File: src/rtl/uart_pkg.sv
// Shared UART definitions: FSM encoding, default payload width and parity polarity
// used by both the TX framer and the RX parity check.
package uart_pkg;

    localparam int unsigned DATA_WIDTH_DEF = 8;

    localparam logic PAR_EVEN = 1'b0;
    localparam logic PAR_ODD  = 1'b1;

    typedef enum logic [2:0] {
        S_IDLE   = 3'd0,
        S_START  = 3'd1,
        S_DATA   = 3'd2,
        S_PARITY = 3'd3,
        S_STOP   = 3'd4
    } tx_state_e;

endpackage

File: src/rtl/uart_tx_parity_calc.sv
// Parity generator for the TX framer; holds the bit computed from the accepted byte
// so the frame in flight keeps its own parity.
module uart_tx_parity_calc
    import uart_pkg::*;
#(
    parameter int unsigned DATA_WIDTH = DATA_WIDTH_DEF
) (
    input  logic                  clk,
    input  logic                  rst,
    input  logic                  accept,
    input  logic [DATA_WIDTH-1:0] data,
    input  logic                  par_typ,
    output logic                  par_bit
);

    logic par_c;

    // Even parity makes the total count of ones even; odd inverts it.
    assign par_c = (par_typ == PAR_ODD) ? ~(^data) : ^data;

    always_ff @(posedge clk or negedge rst) begin
        if (!rst) begin
            par_bit <= 1'b0;
        end else if (accept) begin
            par_bit <= par_c;
        end
    end

endmodule

File: src/rtl/uart_tx_frame.sv
// UART transmit framer, one clk per bit: start, LSB-first data, optional parity, stop.
// Define UART_TX_TWO_STOP_EN to emit two stop bits per frame.
module uart_tx_frame
    import uart_pkg::*;
#(
    parameter int unsigned DATA_WIDTH = DATA_WIDTH_DEF
) (
    input  logic                  clk,
    input  logic                  rst,
    input  logic [DATA_WIDTH-1:0] P_DATA,
    input  logic                  DATA_VALID,
    input  logic                  PAR_EN,
    input  logic                  PAR_TYP,
    output logic                  TX_OUT,
    output logic                  Busy
);

    localparam int unsigned CNT_W = (DATA_WIDTH > 1) ? $clog2(DATA_WIDTH) : 1;

    tx_state_e             state_q, state_n;
    logic [CNT_W-1:0]      cnt_q, cnt_n;
    logic [DATA_WIDTH-1:0] data_q;
    logic                  par_en_q;
    logic                  par_bit;
    logic                  tx_n, busy_n;
    logic                  accept_c;

    uart_tx_parity_calc #(
        .DATA_WIDTH (DATA_WIDTH)
    ) u_parity (
        .clk     (clk),
        .rst     (rst),
        .accept  (accept_c),
        .data    (P_DATA),
        .par_typ (PAR_TYP),
        .par_bit (par_bit)
    );

    // Next state and next line value; outputs are the registered form of these.
    always_comb begin
        state_n  = state_q;
        cnt_n    = cnt_q;
        tx_n     = 1'b1;
        busy_n   = 1'b1;
        accept_c = 1'b0;
        case (state_q)
            S_IDLE: begin
                busy_n = 1'b0;
                if (DATA_VALID) begin
                    accept_c = 1'b1;
                    state_n  = S_START;
                    tx_n     = 1'b0;
                    busy_n   = 1'b1;
                end
            end
            S_START: begin
                state_n = S_DATA;
                tx_n    = data_q[0];
            end
            S_DATA: begin
                if (cnt_q == CNT_W'(DATA_WIDTH - 1)) begin
                    cnt_n = '0;
                    if (par_en_q) begin
                        state_n = S_PARITY;
                        tx_n    = par_bit;
                    end else begin
                        state_n = S_STOP;
                    end
                end else begin
                    cnt_n = cnt_q + CNT_W'(1);
                    tx_n  = data_q[cnt_n];
                end
            end
            S_PARITY: begin
                state_n = S_STOP;
            end
            S_STOP: begin
`ifdef UART_TX_TWO_STOP_EN
                // Counter is free here; it marks the first of the two stop bits.
                if (cnt_q == '0) begin
                    cnt_n = CNT_W'(1);
                end else begin
                    cnt_n   = '0;
                    state_n = S_IDLE;
                    busy_n  = 1'b0;
                end
`else
                state_n = S_IDLE;
                busy_n  = 1'b0;
`endif
            end
            default: begin
                state_n = S_IDLE;
                cnt_n   = '0;
                busy_n  = 1'b0;
            end
        endcase
    end

    always_ff @(posedge clk or negedge rst) begin
        if (!rst) begin
            state_q  <= S_IDLE;
            cnt_q    <= '0;
            data_q   <= '0;
            par_en_q <= 1'b0;
            TX_OUT   <= 1'b1;
            Busy     <= 1'b0;
        end else begin
            state_q <= state_n;
            cnt_q   <= cnt_n;
            TX_OUT  <= tx_n;
            Busy    <= busy_n;
            if (accept_c) begin
                data_q   <= P_DATA;
                par_en_q <= PAR_EN;
            end
        end
    end

endmodule

File: config.mk
export PLATFORM = sky130hd
export DESIGN_NAME = uart_tx_frame
export DESIGN_NICKNAME = d
export VERILOG_FILES = /design/src/rtl/uart_pkg.sv /design/src/rtl/uart_tx_parity_calc.sv /design/src/rtl/uart_tx_frame.sv
export SDC_FILE = /design/constraint.sdc
export NUM_CORES = 1
export LEC_CHECK = 0
export BUFFER_PORTS_ARGS = -buffer_cell sky130_fd_sc_hd__buf_4
export CORE_MARGIN = 8
export CORE_UTILIZATION = 25
export DETAILED_ROUTE_END_ITERATION = 10
export SLEW_MARGIN = 5
export SYNTH_ARGS = -nofsm -noshare
export SYNTH_HDL_FRONTEND = slang
export SYNTH_HIERARCHICAL = 1
export SYNTH_SLANG_ARGS = --single-unit
File: constraint.sdc
create_clock -name clk -period 2.7 [get_ports clk]
set_input_delay 0.27 -clock clk [delete_from_list [all_inputs] [get_ports clk]]
set_output_delay 0.27 -clock clk [all_outputs]
set_load 0.05 [all_outputs]
==> results.sh <==
export IMPL_biggest_fanout_along_the_worst_timing_path=7
export IMPL_initial_core_util=0.259
export IMPL_grt_pass1_vias=691
export IMPL_post_cts_resized_instances=0
export IMPL_maxSlewViolCount=0
export IMPL_first_pass_iters=4
export IMPL_netSwitchingFraction=0.350
export IMPL_die_y_um=80.1
export IMPL_hold_path_endpoint="par_en_q$_DFFE_PN0P_"
export IMPL_synthMuxAreaShare=0.188
export IMPL_worst_endpoint_data_arrival_time_ps=1900
export IMPL_setup_viol=0
export IMPL_timing_final_crit_period_ps=1720
export IMPL_yosys_most_used_dff="dfrtp_1"
export IMPL_hold_buffers=1
export IMPL_async_reset_ff_frac=1.00
export IMPL_num_fill_cells=414
export IMPL_total_leakage_power_uw=0.000544
export IMPL_post_cts_buffers=0
export IMPL_internal_power_summed_over_all_cells_uw=869
export IMPL_routed_length_per_placed_instance_um=12.4
export IMPL_worst_setup_path_end_kind="register"
export IMPL_power_switching_uw=467
export IMPL_reg2reg_to="TX_OUT$_DFF_PN1_"
export IMPL_largest_net_degree_at_the_start_of_global_routing=19
export IMPL_worst_r2r_setup_slack_ps=980
export IMPL_postRouteWirelength_mm=1.84
export IMPL_pin_count=15
export IMPL_first_iter_violations=15
export IMPL_antennaDiodeCount=0
export IMPL_worst_hold_path_num_cells=2
export IMPL_clk_root_buffer_cell="clkbuf_8"
export IMPL_final_setup_tns_ps=0
export IMPL_worstSetupStartpointType="register"
export IMPL_synth_seq_cells=18
export IMPL_tritoncts_num_buffers=3
export IMPL_worst_slew_pin_transition_ps=395
export IMPL_cts_root_to_sink_buffers=2
export IMPL_cp_class="reg2reg"
export IMPL_final_core_util=0.310
export IMPL_post_route_drc_count=0
export IMPL_yosysWarningCount=6
export IMPL_synth_area_um2=1030
export IMPL_num_rows=23
export IMPL_clkSinkCount=18
export IMPL_reg_to_reg_startpoint="cnt_q[0]$_DFFE_PN0N_"
export IMPL_layout_drive_gt1_share=0.357
export IMPL_netlist_cell_type_count=31
export IMPL_worst_skew_late_latency_ps=260
export IMPL_combinational_family_with_the_most_area_after_synthesis="multiplexers"
export IMPL_max_vdd_ir_drop_mv=0.403
export IMPL_p_total_uw=1340
export IMPL_seqPwrFrac=0.401
export IMPL_cap_viol_max_count=0
export IMPL_clock_power_share=0.166
export IMPL_synth_sequential_area_ratio=0.440
export IMPL_tritoncts_clock_tree="built"
export IMPL_pwr_per_cell_area_nw_per_um2=1090
export IMPL_register_clock_pin_slew_on_the_reported_worst_setup_and_hold_paths_ps=70
export IMPL_run_status="complete, no violations"
export IMPL_hpwl_mm=1.43
export IMPL_post_synth_and_or_nand_nor_area_fraction=0.114
export IMPL_global_route_overflow_total=0
export IMPL_synthesis_nets=97
export IMPL_cts_htree_levels=1
export IMPL_number_of_enable_flip_flop_cells_after_synthesis=0
export IMPL_reg2reg_depth=5
export IMPL_grt_first_pass_wirelength_mm=3.28
export IMPL_area_growth_from_synthesis_to_layout_pct=19.7
export IMPL_finalClockSkew_ps=2.66
export IMPL_compound_cell_area_share_of_the_yosys_netlist=0.0987
export IMPL_critPathRequiredTime_ps=2880
export IMPL_post_synth_xor_area_fraction=0.0877
export IMPL_final_nets=114
export IMPL_antenna_left=0
export IMPL_min_path_type="in2reg"
export IMPL_max_clock_freq_ghz=0.582
export IMPL_share_comb_of_total_power=0.433
export IMPL_drt_vias_per_instance=4.41
export IMPL_gp_weighted_congestion=0.782
export IMPL_syn_area_per_cell_um2=12.5
export IMPL_grtUsageTotal=0.0651
export IMPL_antenna_found_initial=0
export IMPL_final_period_utilization=0.636
export IMPL_worst_slew_margin_rel=0.737
export IMPL_core_um2=3970
export IMPL_hold_path_startpoint="PAR_EN"
export IMPL_synth_adder_area_share=0.0244
export IMPL_hold_viol=0
export IMPL_floorplan_die_area_um2=6420
export IMPL_portBuffers=14
export IMPL_routed_via_count=652
export IMPL_chipWidth_um=80.1
export IMPL_synth_cells=82
export IMPL_rsz0062_at_grt="no"
worst max-delay path, stage by stage, from the launching register on:
cell      delay (ps)
dfrtp_1          470
ha_1             240
ha_1             320
nand2b_1         160
o221a_2          280
o211ai_1         160
layout make-up:
| type | count | area [um2] | share of cell area |
|---|---|---|---|
| well taps | 50 | 62.6 | 0.0509 |
| inverters | 3 | 11.3 | 0.00916 |
| repair buffers | 16 | 123 | 0.0997 |
| clock buffers | 4 | 55.1 | 0.0448 |
| flip-flops and latches | 18 | 452 | 0.367 |
| multi-input cells | 57 | 527 | 0.428 |
power by group through the flow:
| stage | clock [uW] | combinational [uW] | sequential (uW) |
|---|---|---|---|
| after floorplan | 0 | 495 | 524 |
| after global placement | 0 | 572 | 537 |
| after detailed placement | 0 | 584 | 538 |
| after CTS | 232 | 584 | 536 |
| after global routing | 249 | 634 | 559 |
| final | 222 | 578 | 536 |
how the worst max path moves through the flow:
stage	startpoint	endpoint	slack, ps
2_1_floorplan	cnt_q[0]$_DFFE_PN0N_	TX_OUT$_DFF_PN1_	1190
3_3_place_gp	cnt_q[0]$_DFFE_PN0N_	TX_OUT$_DFF_PN1_	1050
3_5_place_dp	cnt_q[0]$_DFFE_PN0N_	TX_OUT$_DFF_PN1_	990
4_1_cts	cnt_q[0]$_DFFE_PN0N_	TX_OUT$_DFF_PN1_	980
5_1_grt	cnt_q[0]$_DFFE_PN0N_	TX_OUT$_DFF_PN1_	880
6_report	cnt_q[0]$_DFFE_PN0N_	TX_OUT$_DFF_PN1_	980
synthesized netlist by cell type, types with 2 or more instances:
library cell  instances  share of area
ha_1                  2          0.024
nand2_1               5          0.018
xnor2_2               2          0.032
o21ai_0               5          0.024
nor3_1                2         0.0097
xnor2_1               3          0.026
inv_1                 3          0.011
mux2i_1               2          0.019
mux2_4               10           0.15
a21oi_1               2         0.0097
nor2b_1               4          0.024
a22oi_1               2          0.015
nor2_1                2         0.0073
buf_6                 3          0.033
nand2b_1              3          0.018
dfrtp_1              17           0.41
flip-flops by register name (all words and copies together), names as in the netlist:
register and cells:
Busy 1, u_parity/par_bit 1, TX_OUT 1, cnt_q 3, state_q 3, par_en_q 1
data_q 8
cell families after synthesis:
group                      Yosys count
buffers and inverters                7
DFF                                 18
muxes                               13
adders and majority gates            2
xor gates and xnor gates             7
AOI/OAI and AO/OA                   15
and+or+nand+nor                     20
routing by layer:
metal	part of all wire	vias up	track usage
met1	0.51	313	0.0840
met4	0.0098	0	0.0164
li1	-	322	-
met5	0	-	0
met2	0.43	14	0.0970
met3	0.047	3	0.0279
layout by cell type, fill, tap and decap left out, drive strengths merged, types with 2 or more instances in the layout:
cell    synthesis  final
a21oi           2      2
a22oi           2      2
buf             3     15
clkbuf          1      4
dfrtp          17     17
ha              2      2
inv             3      3
mux2           10     10
mux2i           2      2
nand2           5      5
nand2b          3      3
nor2            2      2
nor2b           4      4
nor3            2      2
o21ai           5      5
xnor2           5      5
metrics by stage:
stage / setup WS (ps) / hold slack (ps) / instance area (um2) / std cells
floorplan: 1190 / -25.6 / 1030 / 82
finish: 982 / 238 / 1230 / 148
detailed placement: 990 / 156 / 1160 / 143
CTS: 977 / 230 / 1230 / 148
global route: 885 / 231 / 1230 / 148
global placement: 1050 / 150 / 1160 / 143
Note: power is estimated with default switching activity, not from simulation.
